==> src/rtl/stage_sequencer_if.sv <==
// Bus bundle between the learning-core stages and the stage sequencer.
// The master side drives control/request inputs; the slave side is the sequencer.
interface stage_sequencer_if #(
    parameter int WORD_WIDTH = 16
);
    logic                  en;
    logic                  start;
    logic [7:0]            stage_done;
    logic [7:0]            stage_rd_req;
    logic [WORD_WIDTH-1:0] mem_rd_data;
    logic [2:0]            sel;
    logic [7:0]            stage_start;
    logic [7:0]            rd_valid;
    logic [WORD_WIDTH-1:0] rd_data;
    logic                  busy;
    logic                  iter_done;
    logic [15:0]           iter_count;

    modport master (
        output en, start, stage_done, stage_rd_req, mem_rd_data,
        input  sel, stage_start, rd_valid, rd_data, busy, iter_done, iter_count
    );

    modport slave (
        input  en, start, stage_done, stage_rd_req, mem_rd_data,
        output sel, stage_start, rd_valid, rd_data, busy, iter_done, iter_count
    );
endinterface

==> src/rtl/stage_sequencer.sv <==
// Steps the learning core through its eight stages in fixed order and routes
// synchronous memory read data back to the stage that issued each read.
module stage_sequencer #(
    parameter int WORD_WIDTH = 16
) (
    input  logic             clock,
    input  logic             nrst,
    stage_sequencer_if.slave bus
);

    typedef enum logic [1:0] {
        ST_IDLE  = 2'd0,
        ST_START = 2'd1,
        ST_RUN   = 2'd2,
        ST_DONE  = 2'd3
    } state_t;

    state_t                state_r;
    state_t                state_nxt_s;
    logic [2:0]            k_r;
    logic [2:0]            k_nxt_s;
    logic [15:0]           iter_count_r;
    logic                  accept_s;
    logic                  req_vld_r;
    logic [2:0]            req_tag_r;
    logic [7:0]            rd_valid_r;
    logic [WORD_WIDTH-1:0] rd_data_r;
    logic [7:0]            stage_start_s;
    logic [7:0]            rd_valid_s;
    logic                  iter_done_s;

    function automatic logic [7:0] stage_onehot(input logic [2:0] idx);
        logic [7:0] oh;
        oh      = 8'h00;
        oh[idx] = 1'b1;
        return oh;
    endfunction

    // Next-state and stage index; stage_done is only looked at for the active stage in RUN
    always_comb begin
        state_nxt_s = state_r;
        k_nxt_s     = k_r;
        case (state_r)
            ST_IDLE: begin
                if (bus.start) begin
                    state_nxt_s = ST_START;
                    k_nxt_s     = 3'd0;
                end else begin
                    state_nxt_s = ST_IDLE;
                end
            end
            ST_START: begin
                state_nxt_s = ST_RUN;
            end
            ST_RUN: begin
                if (!bus.stage_done[k_r]) begin
                    state_nxt_s = ST_RUN;
                end else if (k_r == 3'd7) begin
                    state_nxt_s = ST_DONE;
                end else begin
                    state_nxt_s = ST_START;
                    k_nxt_s     = k_r + 3'd1;
                end
            end
            ST_DONE: begin
                state_nxt_s = ST_IDLE;
                k_nxt_s     = 3'd0;
            end
            default: begin
                state_nxt_s = ST_IDLE;
                k_nxt_s     = 3'd0;
            end
        endcase
    end

    // State, stage index and iteration counter, all frozen while en is low
    always_ff @(posedge clock or negedge nrst) begin
        if (!nrst) begin
            state_r      <= ST_IDLE;
            k_r          <= 3'd0;
            iter_count_r <= 16'd0;
        end else if (bus.en) begin
            state_r <= state_nxt_s;
            k_r     <= k_nxt_s;
            if (state_r == ST_DONE) begin
                iter_count_r <= iter_count_r + 16'd1;
            end
        end
    end

    // Only the active stage's request is accepted, and only while a stage is live
    always_comb begin
        accept_s = 1'b0;
        if ((state_r == ST_START) || (state_r == ST_RUN)) begin
            accept_s = bus.stage_rd_req[k_r];
        end else begin
            accept_s = 1'b0;
        end
    end

    // Two-stage read pipeline: tag at request, capture data one cycle later
    always_ff @(posedge clock or negedge nrst) begin
        if (!nrst) begin
            req_vld_r  <= 1'b0;
            req_tag_r  <= 3'd0;
            rd_valid_r <= 8'h00;
            rd_data_r  <= '0;
        end else if (bus.en) begin
            req_vld_r <= accept_s;
            if (accept_s) begin
                req_tag_r <= k_r;
            end
            if (req_vld_r) begin
                rd_valid_r <= stage_onehot(req_tag_r);
                rd_data_r  <= bus.mem_rd_data;
            end else begin
                rd_valid_r <= 8'h00;
            end
        end
    end

    // Pulse outputs decode registered state; en low masks them without losing them
    always_comb begin
        stage_start_s = 8'h00;
        rd_valid_s    = 8'h00;
        iter_done_s   = 1'b0;
        if (bus.en) begin
            stage_start_s = (state_r == ST_START) ? stage_onehot(k_r) : 8'h00;
            rd_valid_s    = rd_valid_r;
            iter_done_s   = (state_r == ST_DONE);
        end else begin
            stage_start_s = 8'h00;
            rd_valid_s    = 8'h00;
            iter_done_s   = 1'b0;
        end
    end

    assign bus.sel         = k_r;
    assign bus.busy        = (state_r != ST_IDLE);
    assign bus.stage_start = stage_start_s;
    assign bus.rd_valid    = rd_valid_s;
    assign bus.rd_data     = rd_data_r;
    assign bus.iter_done   = iter_done_s;
    assign bus.iter_count  = iter_count_r;

endmodule

==> src/flat_wrapper.sv <==
// flat-port wrapper written by rule: the top's interface ports become plain ports
module stage_sequencer_flat 
#(
    parameter int WORD_WIDTH = 16
)
  (clock, nrst, bus_en, bus_start, bus_stage_done, bus_stage_rd_req, bus_mem_rd_data, bus_sel, bus_stage_start, bus_rd_valid, bus_rd_data, bus_busy, bus_iter_done, bus_iter_count);
  stage_sequencer_if #(.WORD_WIDTH(WORD_WIDTH)) bus_i ();
  input  logic clock;
  input  logic nrst;
  input wire logic [$bits(bus_i.en)-1:0] bus_en;
  input wire logic [$bits(bus_i.start)-1:0] bus_start;
  input wire logic [$bits(bus_i.stage_done)-1:0] bus_stage_done;
  input wire logic [$bits(bus_i.stage_rd_req)-1:0] bus_stage_rd_req;
  input wire logic [$bits(bus_i.mem_rd_data)-1:0] bus_mem_rd_data;
  output wire logic [$bits(bus_i.sel)-1:0] bus_sel;
  output wire logic [$bits(bus_i.stage_start)-1:0] bus_stage_start;
  output wire logic [$bits(bus_i.rd_valid)-1:0] bus_rd_valid;
  output wire logic [$bits(bus_i.rd_data)-1:0] bus_rd_data;
  output wire logic [$bits(bus_i.busy)-1:0] bus_busy;
  output wire logic [$bits(bus_i.iter_done)-1:0] bus_iter_done;
  output wire logic [$bits(bus_i.iter_count)-1:0] bus_iter_count;
  assign bus_i.en = bus_en;
  assign bus_i.start = bus_start;
  assign bus_i.stage_done = bus_stage_done;
  assign bus_i.stage_rd_req = bus_stage_rd_req;
  assign bus_i.mem_rd_data = bus_mem_rd_data;
  assign bus_sel = bus_i.sel;
  assign bus_stage_start = bus_i.stage_start;
  assign bus_rd_valid = bus_i.rd_valid;
  assign bus_rd_data = bus_i.rd_data;
  assign bus_busy = bus_i.busy;
  assign bus_iter_done = bus_i.iter_done;
  assign bus_iter_count = bus_i.iter_count;
  stage_sequencer #(.WORD_WIDTH(WORD_WIDTH)) u_core (.clock(clock), .nrst(nrst), .bus(bus_i));
endmodule
==> config.mk <==
export PLATFORM = sky130hd
export DESIGN_NAME = stage_sequencer_flat
export DESIGN_NICKNAME = d
export VERILOG_FILES = /design/src/rtl/stage_sequencer_if.sv /design/src/rtl/stage_sequencer.sv /design/src/flat_wrapper.sv
export SDC_FILE = /design/constraint.sdc
export NUM_CORES = 1
export LEC_CHECK = 0
export CORE_MARGIN = 4
export CORE_UTILIZATION = 44
export CTS_CLUSTER_SIZE = 25
export DETAILED_ROUTE_END_ITERATION = 8
export PLACE_DENSITY = 0.75
export SETUP_SLACK_MARGIN = 0.05
export SLEW_MARGIN = 30
export SYNTH_ARGS = -nofsm -noshare
export SYNTH_HDL_FRONTEND = slang
export SYNTH_SLANG_ARGS = --single-unit
==> constraint.sdc <==
create_clock -name clock -period 2.55 [get_ports clock]
set_input_delay 0.51 -clock clock [delete_from_list [all_inputs] [get_ports clock]]
set_output_delay 0.51 -clock clock [all_outputs]
set_load 0.005 [all_outputs]
==> run_results.csv <==
group,metric,value,unit
critical_path,cp-start-kind,"register",
route,routed_via_density,4.93,
clock_network,clock_sinks,49,
floorplan,initial_core_util,0.462,
critical_path,r2r_cells,6,
global_routing,grt_pass1_wl,8.19,mm
run,max_cap_viol_count,0,
route,drc_errors,0,
place,dp_slack,0.104,ns
critical_path,reg2reg_to,"u_core.bus.sel[0]",
clock_network,cts_tree,"built",
clock_network,clkSlewWorstSetupHoldPaths,0.09,ns
synthesis,syn_inst,216,
floorplan,dieWidth,81.9,um
power,power.density,826,mW/mm2
clock_network,htreeDepth,2,
synthesis,yosys_warnings,0,
route,wirelength,5.21,mm
timing,tns,0,ns
global_routing,grt_overflow,0,
cells_and_area,area_growth,45.5,%
timing,setup_viol,0,
critical_path,worst_ep_required_time,2.04,ns
route,drt_iter0_drc,62,
timing,slew-limit-headroom,0.624,
status,status,"finished clean",
synthesis,avgSynthCellArea,11.1,um2
clock_network,numCtsBuffers,5,
floorplan,core,0.00520,mm2
critical_path,worstPathArrival,1.77,ns
floorplan,die_area,0.00671,mm2
cells_and_area,final_layout_size_suffix_gt1_frac,0.132,
synthesis,synth_top_area_frac,0.510,
route,dr.pass1.iters,4,
cells_and_area,fill_cells,413,
clock_network,clkLatencyLatePin,0.30,ns
place,dp_hpwl,4.06,mm
global_routing,grt_pass1_vias,1793,
timing,layout_setup_ws,0.273,ns
timing,period_needed,2.28,ns
critical_path,r2r-start,"u_core.state_r[0]",
power,peakVddDrop,592,uV
route,ant_nets,0,
synthesis,netlist_area,0.00240,mm2
synthesis,synth_nets,259,
critical_path,crit_fanout,9,
clock_network,root_buffer,"clkbuf_8",
route,routed-via-count,1874,
synthesis,synth_seq_cells,49,
power,p_leak,0.00148,uW
timing,max_freq,0.439,GHz
critical_path,reg2reg_slack,0.54,ns
place,port_buffers,88,
clock_network,clock_tree.buffer_depth,2,
timing,period_share,0.893,
timing,final_max_slew_viol_count,0,
global_routing,antenna_found_initial,0,
global_routing,grtUsageTotal,0.159,
timing,rsz0062_at_grt,"no",
floorplan,io_pins,89,
cells_and_area,diodes,0,
synthesis,synth_top_cells_by_area,"dfrtp_1 (51%), mux2_2 (8.0%), xnor2_1 (4.7%)",
timing,fin_skew,0.00877,ns
timing,worst_slew_pin_slew,0.564,ns
global_routing,grt_max_degree,26,
synthesis,yosysUniqueCellTypes,31,
synthesis,ys_seq_area_frac,0.510,
route,wl_per_cell,13.7,um
timing,finalHoldViolations,0,
critical_path,critPathCaptureType,"output pin",
critical_path,worst-setup-path-type,"reg -> out",
floorplan,fp.dieH,81.9,um
place,finalWeightedCongestion,0.782,
cells_and_area,final_net_count,352,
worst_hold_path,min_path_type,"in -> async",
synthesis,yosysTopAreaCell,"dfrtp_1",
floorplan,row_count,26,
power,power,2890,uW
==> metrics by stage <==
| step | std cells | hold WS (ns) | instance area [um2] | utilization |
|---|---|---|---|---|
| detailed placement | 371 | 0.481 | 3380 | 0.649 |
| finish | 380 | 0.194 | 3500 | 0.672 |
| floorplan | 216 | 0.214 | 2400 | - |
| global route | 380 | 0.220 | 3500 | 0.672 |
| CTS | 380 | 0.200 | 3490 | 0.671 |
| global placement | 371 | 0.461 | 3380 | 0.649 |
==> cell families (layout without fill, tap and decap cells) <==
family | Yosys count | in the layout | share of synthesized area
compound gates | 16 | 16 | 0.0390
mux | 29 | 29 | 0.147
buf+inv | 23 | 117 | 0.0422
fa+ha+maj | 7 | 7 | 0.0364
simple gates | 77 | 77 | 0.171
flops | 49 | 49 | 0.510
xor+xnor | 15 | 15 | 0.0547
==> metal layers <==
layer / GRT usage / share of wire
met1: 0.190 / 0.42
met2: 0.282 / 0.52
met5: 0 / 0
met4: 0.0415 / 0.011
met3: 0.0406 / 0.050
==> repair_timing <==
action                                  in CTS  in global routing
gates resized for setup                      6                  1
hold endpoints to repair                     0                  0
setup buffers                                1                  0
endpoints found under the setup margin       2                  1
hold buffers                                 0                  0
==> flip-flops by register name (all words and copies together) (netlist names) <==
| signal | cells |
|---|---|
| u_core.bus.sel | 3 |
| u_core.req_tag_r | 3 |
| u_core.req_vld_r | 1 |
| u_core.bus.iter_count | 16 |
| u_core.rd_valid_r | 8 |
| u_core.bus.rd_data | 16 |
| u_core.state_r | 2 |
==> final cells by class <==
| type | count | area [um2] | area share |
|---|---|---|---|
| inverters | 13 | 48.8 | 0.0140 |
| flip-flops and latches | 49 | 1230 | 0.351 |
| repair buffers | 96 | 948 | 0.271 |
| well taps | 70 | 87.6 | 0.0250 |
| clock buffers | 6 | 82.6 | 0.0236 |
| clock inverters | 2 | 13.8 | 0.00394 |
| multi-input cells | 144 | 1090 | 0.311 |
==> worst max-delay path, cell delays in order, from the launching register on <==
cell and delay, ns:
dfrtp_1 0.56, nand2_1 0.18, nor3_1 0.20, clkdlybuf4s50_1 0.53
==> cell usage in the layout (no fill, tap or decap), types with 2 or more instances in the layout <==
master           instances
clkdlybuf4s50_1         84
dfrtp_1                 48
nand2_1                 17
mux2_2                  17
xnor2_1                 13
inv_1                   12
nor2_1                  12
and2_1                  11
nand3_1                 11
nand4_1                  8
o21ai_0                  8
buf_4                    7
mux2i_1                  6
ha_1                     6
clkbuf_8                 6
o211ai_1                 4
mux4_2                   3
or4_1                    3
mux2_1                   3
and4_1                   3
nor3_1                   2
nand2b_1                 2
and3_1                   2
xor2_1                   2
a31oi_1                  2
nor2b_1                  2
dlygate4sd2_1            2
==> Yosys cell counts <==
library cell and count:
o22ai_1 1, and4_1 3, mux4_2 3, and2_1 11
nand3_1 11, a31oi_1 2, inv_1 13, nand3b_1 1
o211ai_1 4, nand4_1 8, xor2_1 2, nand2b_1 2
nor2_1 12, buf_6 2, and3_1 2, or3b_1 1
mux2_2 17, dfrtp_1 49, mux2i_1 6, clkbuf_1 8
or3b_2 1, nand2_1 17, o21ai_0 8, a21oi_1 1
ha_1 7, nor3_1 2, or3_1 1, or4_1 3
xnor2_1 13, nor2b_1 2, mux2_1 3
==> report_power, final <==
group / internal, uW / total (uW) / switching (uW)
clock network: 220 / 469 / 249
registers: 1010 / 1190 / 183
logic: 756 / 1230 / 470
==> how the worst max path moves through the flow <==
stage,startpoint,to,cells past startpoint
after floorplan,bus_en,bus_rd_valid[3],4
after global placement,bus_en,bus_stage_start[5],4
after detailed placement,bus_en,bus_stage_start[5],4
after CTS,bus_en,bus_stage_start[5],4
after global routing,u_core.bus.sel[2],bus_stage_start[5],3
final,u_core.bus.sel[2],bus_stage_start[5],3
(Power assumes the default switching activity.)
